<file path="src/rtl/mult_share_arb_if.sv">
// Bundle of requester handshake, shared-multiplier and response signals
// for mult_share_arb. "slave" is the arbiter side, "master" the environment.
interface mult_share_arb_if #(
  parameter int WIDTH = 8,
  parameter int NREQ  = 4,
  parameter int IDW   = 2
);
  logic                    hold;
  logic [NREQ-1:0]         req_valid;
  logic [NREQ-1:0]         req_ready;
  logic [NREQ*WIDTH-1:0]   req_a;
  logic [NREQ*WIDTH-1:0]   req_b;
  logic                    mult_rst;
  logic [WIDTH-1:0]        mult_a;
  logic [WIDTH-1:0]        mult_b;
  logic [2*WIDTH-1:0]      mult_res;
  logic [NREQ-1:0]         rsp_valid;
  logic [IDW-1:0]          rsp_id;
  logic [2*WIDTH-1:0]      rsp_data;
  logic [IDW+1:0]          inflight;

  modport slave (
    input  hold, req_valid, req_a, req_b, mult_res,
    output req_ready, mult_rst, mult_a, mult_b, rsp_valid, rsp_id, rsp_data, inflight
  );

  modport master (
    output hold, req_valid, req_a, req_b, mult_res,
    input  req_ready, mult_rst, mult_a, mult_b, rsp_valid, rsp_id, rsp_data, inflight
  );
endinterface

</file>
<file path="src/rtl/mult_share_arb.sv">
// Round-robin sharing of one pipelined multiplier between NREQ requesters.
// A {valid,id} tag pipe of PIPE_LAT stages tracks each issued operand pair
// so the product can be steered back to its owner. The multiplier itself
// is never trusted after reset; only the tag pipe decides what is returned.
module mult_share_arb #(
  parameter int WIDTH    = 8,
  parameter int NREQ     = 4,
  parameter int IDW      = 2,
  parameter int PIPE_LAT = 5
) (
  input  logic            clk,
  input  logic            reset,
  mult_share_arb_if.slave bus
);

  logic [IDW-1:0]                rr_ptr_q, rr_ptr_d;
  logic [IDW-1:0]                scan_idx [NREQ];
  logic                          grant_vld;
  logic [IDW-1:0]                grant_id;
  logic [NREQ-1:0]               req_ready_c;
  logic [WIDTH-1:0]              mult_a_c, mult_b_c;
  logic [PIPE_LAT-1:0]           tag_v_q;
  logic [PIPE_LAT-1:0][IDW-1:0]  tag_id_q;
  logic                          ret_vld;
  logic [IDW-1:0]                ret_id;
  logic [NREQ-1:0]               rsp_valid_q, rsp_valid_d;
  logic [IDW-1:0]                rsp_id_q;
  logic [2*WIDTH-1:0]            rsp_data_q;
  logic [IDW+1:0]                inflight_q, inflight_d;

  // Scan order starts just after the last grantee and wraps modulo NREQ.
  genvar gi;
  generate
    for (gi = 0; gi < NREQ; gi++) begin : g_scan
      assign scan_idx[gi] = IDW'((int'(rr_ptr_q) + gi + 1) % NREQ);
    end
  endgenerate

  // Pick the first valid requester in scan order; iterating backwards lets
  // the earliest candidate overwrite later ones.
  always_comb begin
    grant_vld = 1'b0;
    grant_id  = '0;
    if (reset && !bus.hold) begin
      for (int k = NREQ - 1; k >= 0; k--) begin
        if (bus.req_valid[scan_idx[k]]) begin
          grant_vld = 1'b1;
          grant_id  = scan_idx[k];
        end
      end
    end
  end

  // One-hot ready on the winner and operand mux; idle cycles feed zeros.
  always_comb begin
    req_ready_c = '0;
    mult_a_c    = '0;
    mult_b_c    = '0;
    if (grant_vld) begin
      req_ready_c[grant_id] = 1'b1;
      mult_a_c              = bus.req_a[grant_id*WIDTH +: WIDTH];
      mult_b_c              = bus.req_b[grant_id*WIDTH +: WIDTH];
    end
  end

  assign ret_vld  = tag_v_q[PIPE_LAT-1];
  assign ret_id   = tag_id_q[PIPE_LAT-1];
  assign rr_ptr_d = grant_vld ? grant_id : rr_ptr_q;

  // Next-state for the response strobe and the outstanding-operation count.
  always_comb begin
    rsp_valid_d = '0;
    if (ret_vld) begin
      rsp_valid_d[ret_id] = 1'b1;
    end
    inflight_d = inflight_q;
    if (grant_vld && !ret_vld) begin
      inflight_d = inflight_q + 1'b1;
    end else if (!grant_vld && ret_vld) begin
      inflight_d = inflight_q - 1'b1;
    end
  end

  // Arbiter pointer and tag pipe; the pipe shifts every cycle because the
  // multiplier has no enable and cannot stall.
  always_ff @(posedge clk) begin
    if (!reset) begin
      rr_ptr_q <= IDW'(NREQ - 1);
      tag_v_q  <= '0;
      tag_id_q <= '0;
    end else begin
      rr_ptr_q <= rr_ptr_d;
      tag_v_q  <= {tag_v_q[PIPE_LAT-2:0], grant_vld};
      tag_id_q <= {tag_id_q[PIPE_LAT-2:0], grant_id};
    end
  end

  // Registered response; id/data hold their last values between strobes.
  always_ff @(posedge clk) begin
    if (!reset) begin
      rsp_valid_q <= '0;
      rsp_id_q    <= '0;
      rsp_data_q  <= '0;
      inflight_q  <= '0;
    end else begin
      rsp_valid_q <= rsp_valid_d;
      inflight_q  <= inflight_d;
      if (ret_vld) begin
        rsp_id_q   <= ret_id;
        rsp_data_q <= bus.mult_res;
      end
    end
  end

  assign bus.req_ready = req_ready_c;
  assign bus.mult_a    = mult_a_c;
  assign bus.mult_b    = mult_b_c;
  assign bus.mult_rst  = ~reset;
  assign bus.rsp_valid = rsp_valid_q;
  assign bus.rsp_id    = rsp_id_q;
  assign bus.rsp_data  = rsp_data_q;
  assign bus.inflight  = inflight_q;

endmodule

</file>
<file path="src/flat_wrapper.sv">
// flat-port wrapper written by rule: the top's interface ports become plain ports
module mult_share_arb_flat 
#(
  parameter int WIDTH    = 8,
  parameter int NREQ     = 4,
  parameter int IDW      = 2,
  parameter int PIPE_LAT = 5
)
  (clk, reset, bus_hold, bus_req_valid, bus_req_a, bus_req_b, bus_mult_res, bus_req_ready, bus_mult_rst, bus_mult_a, bus_mult_b, bus_rsp_valid, bus_rsp_id, bus_rsp_data, bus_inflight);
  mult_share_arb_if #(.WIDTH(WIDTH), .NREQ(NREQ), .IDW(IDW)) bus_i ();
  input  logic clk;
  input  logic reset;
  input wire logic [$bits(bus_i.hold)-1:0] bus_hold;
  input wire logic [$bits(bus_i.req_valid)-1:0] bus_req_valid;
  input wire logic [$bits(bus_i.req_a)-1:0] bus_req_a;
  input wire logic [$bits(bus_i.req_b)-1:0] bus_req_b;
  input wire logic [$bits(bus_i.mult_res)-1:0] bus_mult_res;
  output wire logic [$bits(bus_i.req_ready)-1:0] bus_req_ready;
  output wire logic [$bits(bus_i.mult_rst)-1:0] bus_mult_rst;
  output wire logic [$bits(bus_i.mult_a)-1:0] bus_mult_a;
  output wire logic [$bits(bus_i.mult_b)-1:0] bus_mult_b;
  output wire logic [$bits(bus_i.rsp_valid)-1:0] bus_rsp_valid;
  output wire logic [$bits(bus_i.rsp_id)-1:0] bus_rsp_id;
  output wire logic [$bits(bus_i.rsp_data)-1:0] bus_rsp_data;
  output wire logic [$bits(bus_i.inflight)-1:0] bus_inflight;
  assign bus_i.hold = bus_hold;
  assign bus_i.req_valid = bus_req_valid;
  assign bus_i.req_a = bus_req_a;
  assign bus_i.req_b = bus_req_b;
  assign bus_i.mult_res = bus_mult_res;
  assign bus_req_ready = bus_i.req_ready;
  assign bus_mult_rst = bus_i.mult_rst;
  assign bus_mult_a = bus_i.mult_a;
  assign bus_mult_b = bus_i.mult_b;
  assign bus_rsp_valid = bus_i.rsp_valid;
  assign bus_rsp_id = bus_i.rsp_id;
  assign bus_rsp_data = bus_i.rsp_data;
  assign bus_inflight = bus_i.inflight;
  mult_share_arb #(.WIDTH(WIDTH), .NREQ(NREQ), .IDW(IDW), .PIPE_LAT(PIPE_LAT)) u_core (.clk(clk), .reset(reset), .bus(bus_i));
endmodule
</file>
<file path="config.mk">
export PLATFORM = sky130hd
export DESIGN_NAME = mult_share_arb_flat
export DESIGN_NICKNAME = d
export VERILOG_FILES = /design/src/rtl/mult_share_arb_if.sv /design/src/rtl/mult_share_arb.sv /design/src/flat_wrapper.sv
export SDC_FILE = /design/constraint.sdc
export NUM_CORES = 1
export LEC_CHECK = 0
export BUFFER_PORTS_ARGS = -buffer_cell sky130_fd_sc_hd__clkbuf_2
export CAP_MARGIN = 30
export CORE_MARGIN = 2
export CORE_UTILIZATION = 38
export DETAILED_ROUTE_END_ITERATION = 8
export PLACE_DENSITY = 0.78
export SLEW_MARGIN = 20
export SYNTH_ARGS = -nofsm -noshare
export SYNTH_HDL_FRONTEND = slang
export SYNTH_SLANG_ARGS = --single-unit
</file>
<file path="constraint.sdc">
create_clock -name clk -period 2.1 [get_ports clk]
set_clock_uncertainty 0.1 [all_clocks]
set_input_delay 0 -clock clk [delete_from_list [all_inputs] [get_ports clk]]
set_output_delay 0 -clock clk [all_outputs]
set_load 0.03 [all_outputs]
</file>
After elaboration in Yosys (flattened, before gate mapping)
Index checks and enable logic that the tools add are counted.
- multiplexer cells: 27
- magnitude comparators: 8
- bitwise logic cells: 1
- add/subtract/negate cells: 8
- reductions and logical operators: 10
- shift-type cells: 2
- operators by type and width (kind ; count):
    variable part select 32 x 6 -> 8 bit ; 2
    less-than comparator 2 x 3 -> 1 bit, second input constant ; 6
    2-to-1 mux 8 bit ; 2
    2-to-1 mux 4 bit ; 3
    2-to-1 mux 1 bit ; 11
    adder 2 bit, second input constant ; 5
    2-to-1 mux 2 bit ; 5
    binary-select mux 1 bit (select 2 bit) ; 4
    logical AND 1 bit ; 5
    adder 4 x 1 -> 4 bit, second input constant ; 1
    demux 1 bit (select 2 bit) ; 2
    >= comparator 2 x 1 -> 1 bit, second input constant ; 2
    subtractor 4 x 1 -> 4 bit, second input constant ; 1
    logical NOT 1 bit ; 3
    adder 2 x 1 -> 2 bit, second input constant ; 1
    AND reduction 2 bit ; 1
    nonzero test 2 bit ; 1
    NOT 1 bit ; 1
- logic and storage cells: 67
- output and inout bits: 47
- input port bits: 87
- register bits after elaboration: 43

Logic depth before layout (Yosys ltp)
- depth in word-level cells: 14
- gate-level depth with buffers: 10
- depth with buffers taken out: 10

Worst setup path after synthesis
Ideal clock, no wire load.
- path kind: register -> register
- start point: register u_core.tag_v_q[4]
- end point: register u_core.inflight_q[3], in the netlist u_core.bus.inflight[3]
- data required time: 1.928 ns
- period minus slack after synthesis: 2.156 ns
- cell stages (with the launch flop): 11
- setup time: 0.072 ns
- data arrival time: 1.985 ns
- buffers on the path: 1
- slack: -0.056 ns
- cells stage by stage: dfxtp_1 buf_2 inv_1 ha_1 inv_1 ha_1 a21o_1 a21oi_1 xnor2_1 or3_1 a21oi_1
- longest elaborated chain between the ends: 3
- elaborated cells between the ends (all ways): 5
- those cells by class: mux (1); reduce/logical (4)
- ends and longest elaborated chain (item ; RTL line ; RTL):
    start, declared ; mult_share_arb.sv:22 ; logic [PIPE_LAT-1:0] tag_v_q;
    start signal, assigned ; mult_share_arb.sv:93 ; tag_v_q <= {tag_v_q[PIPE_LAT-2:0], grant_vld};
    logical NOT 1 bit ; mult_share_arb.sv:77 ; if (grant_vld && !ret_vld) begin
    logical AND 1 bit ; mult_share_arb.sv:77 ;
    2-to-1 mux 4 bit or nonzero test 2 bit (tied branches) ; n/a ;
    end signal, assigned ; mult_share_arb.sv:107 ; inflight_q <= inflight_d;
    end, declared ; mult_share_arb.sv:29 ; logic [IDW+1:0] inflight_q, inflight_d;
Several ways; a longest one is shown, not always the timed one.
A chain may end at the register's enable or synchronous reset.

Worst setup path in the final report
- start point: register u_core.rr_ptr_q[1]
- end point: output bus_mult_b[3]
- longest elaborated chain between the ends: 11
- elaborated cells between the ends (all ways): 26
- those cells by class: add/sub (6); shift (1); mux (19)
- ends and longest elaborated chain (item ; RTL line ; RTL):
    start, declared ; mult_share_arb.sv:16 ; logic [IDW-1:0] rr_ptr_q, rr_ptr_d;
    start signal, assigned ; mult_share_arb.sv:88 ; rr_ptr_q <= IDW'(NREQ - 1);
    start signal, assigned ; mult_share_arb.sv:92 ; rr_ptr_q <= rr_ptr_d;
    adder 2 bit (2 in a row) ; mult_share_arb.sv:35 ; assign scan_idx[gi] = IDW'((int'(rr_ptr_q) + gi + 1) % NREQ);
    binary-select mux 1 bit (select 2 bit) ; mult_share_arb.sv:46 ; if (bus.req_valid[scan_idx[k]]) begin
    2-to-1 mux 1 bit (implied by the code) ; mult_share_arb.sv:46 ;
    2-to-1 mux 2 bit (4 in a row) ; mult_share_arb.sv:46 ;
    2-to-1 mux 2 bit ; mult_share_arb.sv:44 ; if (reset && !bus.hold) begin
    variable part select 32 x 6 -> 8 bit ; mult_share_arb.sv:62 ; mult_b_c = bus.req_b[grant_id*WIDTH +: WIDTH];
    2-to-1 mux 8 bit (*) ; mult_share_arb.sv:59 ; if (grant_vld) begin
    end, declared ; flat_wrapper.sv:21 ; output wire logic [$bits(bus_i.mult_b)-1:0] bus_mult_b;
Every way passes the cells marked *; elsewhere a longest branch is shown, timed or not. The select of a mux whose other input is x is not followed.

==> out/metrics.yaml <==
timing:
  min_period_over_period: 0.964
  period_needed_ps: 2020
  slew_viol_final: 0
  fmax_mhz: 494
  tightest_slew_ps: 305
  finalSetupViolations: 0
  relSlewSlack: 0.797
  hold_viol_final: 0
  whs_ps: 56.9
  fin_tns_setup_ps: 0
  rsz0062_at_grt: "no"
  setup_slack_ps: 75.4
floorplan:
  die-width_um: 78.2
  rows: 27
  die_y_um: 78.2
  initial_core_util: 0.387
  io_pins: 134
  dieArea_mm2: 0.00611
  core_mm2: 0.00541
synth:
  synthTopCellsByArea: "dfxtp_1 41%, mux2i_1 16%, o221ai_1 6.7%, nor2_1 5.4%, and2_1 3.9%"
  yosysSeqAreaShare: 0.412
  syn-mean-instance-area_um2: 9.17
  yosysUniqueCellTypes: 33
  synth_cells: 228
  synthTopCellsByCount: "43 x dfxtp_1, 34 x mux2i_1, 30 x nor2_1"
  synth-seq-cells: 43
  syn-cell-area_mm2: 0.00209
  synth_top_area_frac: 0.412
  yosysTopAreaCell: "dfxtp_1"
  postSynth.asyncResetShare: 0
  synthesis.nets: 319
  synth_ff_type: "dfxtp_1"
  yosys_warnings: 0
  yosysMostFrequentCell: "dfxtp_1"
  synth_enable_flop_cells: 0
job:
  cap_violations: 0
global_routing:
  grt_pass1_vias: 2073
  grt_util_all_layers: 0.172
  grt_max_degree: 54
  gr-total-overflow: 0
  antenna_found_initial: 0
  grt_pass1_wl_um: 8750
placement:
  dp_cells: 425
  post-place-ws_ps: -16.3
  hpwl_um: 3810
  place_area_mm2: 0.00283
  routabilityCongestion: 0.768
  portBuffers: 133
outcome:
  status: "finished clean"
clocking:
  cts_tree: "yes"
  insertion_delay_ps: 280
  cts.sinks: 43
  clock-root-buffer: "clkbuf_8"
  ctsHtreeMaxLevel: 2
  numCtsBuffers: 5
  clkSlewWorstSetupHoldPaths_ps: 80
  clockBufferDepth: 2
detailed_routing:
  antenna_left: 0
  first_iter_violations: 38
  drt-total-wl_um: 5820
  first_pass_iters: 4
  drc: 0
  avgViaCountPerCell: 4.82
  wire_per_inst_um: 12.8
  vias: 2195
critical_path:
  worstSetupPathType: "flop to output pin"
  cp-start-kind: "flop"
  arrival_ps: 1920
  required_ps: 2000
  cp_max_fo: 8
  end_kind: "output pin"
final_layout:
  layout.nets: 473
  drive_gt1_frac: 0.439
  final_cells: 455
  final_cell_area_mm2: 0.00329
  fillers: 456
  areaGrowthSynthToFinish_pct: 57.6
  postLayoutCoreUtil: 0.609
  diodes: 0
  seqCellArea_um2: 866
  multiInputGateArea_mm2: 0.00116
pwr:
  p_total_mw: 1.97
  ir_worst_vdd_v: 0.000332
  leakagePower_nw: 1.60
  power_density_mw_per_mm2: 599
worst_hold_path:
  hold_path_class: "input port to flop"
placed cells by master (no fill, tap or decap), drive strengths merged, types with 3 or more instances in the layout:
master       Yosys  final
dlygate4sd3      0     18
nand3           16     16
buf             12     21
mux2i           34     34
nor2            30     30
clkinv           1      3
o221ai          16     16
nand2           20     20
and2            13     13
a21oi            9      9
dfxtp           43     43
clkbuf           4    129
ha               3      3
inv              5      5
o21ai            3      3
per-layer routing:
metal  track usage  vias up  part of all wire
met5             0        -                 0
met4        0.0509        0            0.0084
met3        0.0356        5             0.084
met2         0.321      107              0.48
met1         0.198      977              0.42
li1              -     1106                 -
flip-flops by register name, summed over array words and instances, names as in the netlist:
register	cells
u_core.bus.inflight	4
u_core.rr_ptr_q	2
u_core.ret_id	2
u_core.bus.rsp_valid	4
u_core.tag_id_q	8
u_core.bus.rsp_data	16
u_core.bus.rsp_id	2
u_core.tag_v_q	5
where the power goes:
part / switching [mW] / internal [mW] / total (mW) / leakage, nW
registers: 0.0230 / 0.839 / 0.862 / 0.349
clock network: 0.261 / 0.354 / 0.615 / 0.0581
logic: 0.260 / 0.236 / 0.496 / 1.19
path summary, 6_finish.rpt:
check / slack [ps] / from / cells past startpoint / to
min reg2reg: 340 / u_core.tag_v_q[2]$_SDFF_PN0_ / 1 / u_core.tag_v_q[3]$_SDFF_PN0_
max: 80 / u_core.rr_ptr_q[1]$_SDFFE_PN1P_ / 7 / bus_mult_b[3]
max reg2reg: 170 / u_core.tag_v_q[4]$_SDFF_PN0_ / 9 / u_core.bus.inflight[3]$_SDFFE_PN0P_
min: 60 / reset / 3 / u_core.tag_v_q[3]$_SDFF_PN0_
worst max-delay path, stage by stage, from the launching register on:
cell	delay (ps)
dfxtp_4	410
nor2_1	60
a211o_1	290
a21oi_4	200
nand2b_4	180
clkbuf_4	190
o221ai_1	110
clkbuf_4	200
cells by family after synthesis:
logic type / after synthesis / share of synthesized area
adder cells (fa/ha/maj): 4 / 0.0275
XOR/XNOR: 3 / 0.0126
flip-flops: 43 / 0.412
AO/OA/AOI/OAI: 35 / 0.133
buffers and inverters: 22 / 0.0616
AND/OR/NAND/NOR: 87 / 0.191
multiplexers: 34 / 0.163
what timing repair did:
item / CTS / global route
hold endpoints to repair: 17 / 0
pin swaps: 0 / 1
gates resized for setup: 14 / 33
cloned: 1 / 2
endpoints found under the setup margin: 16 / 17
setup buffers: 1 / 0
hold buffers: 18 / 0
layout make-up:
type / instances / area share
Clock buffer: 5 / 0.0209
Tap cell: 72 / 0.0273
Timing Repair Buffer: 163 / 0.316
Sequential cell: 43 / 0.263
Inverter: 6 / 0.00684
Clock inverter: 3 / 0.0133
Multi-Input combinational cell: 163 / 0.353
No activity file was read; power rests on OpenSTA's default activity.
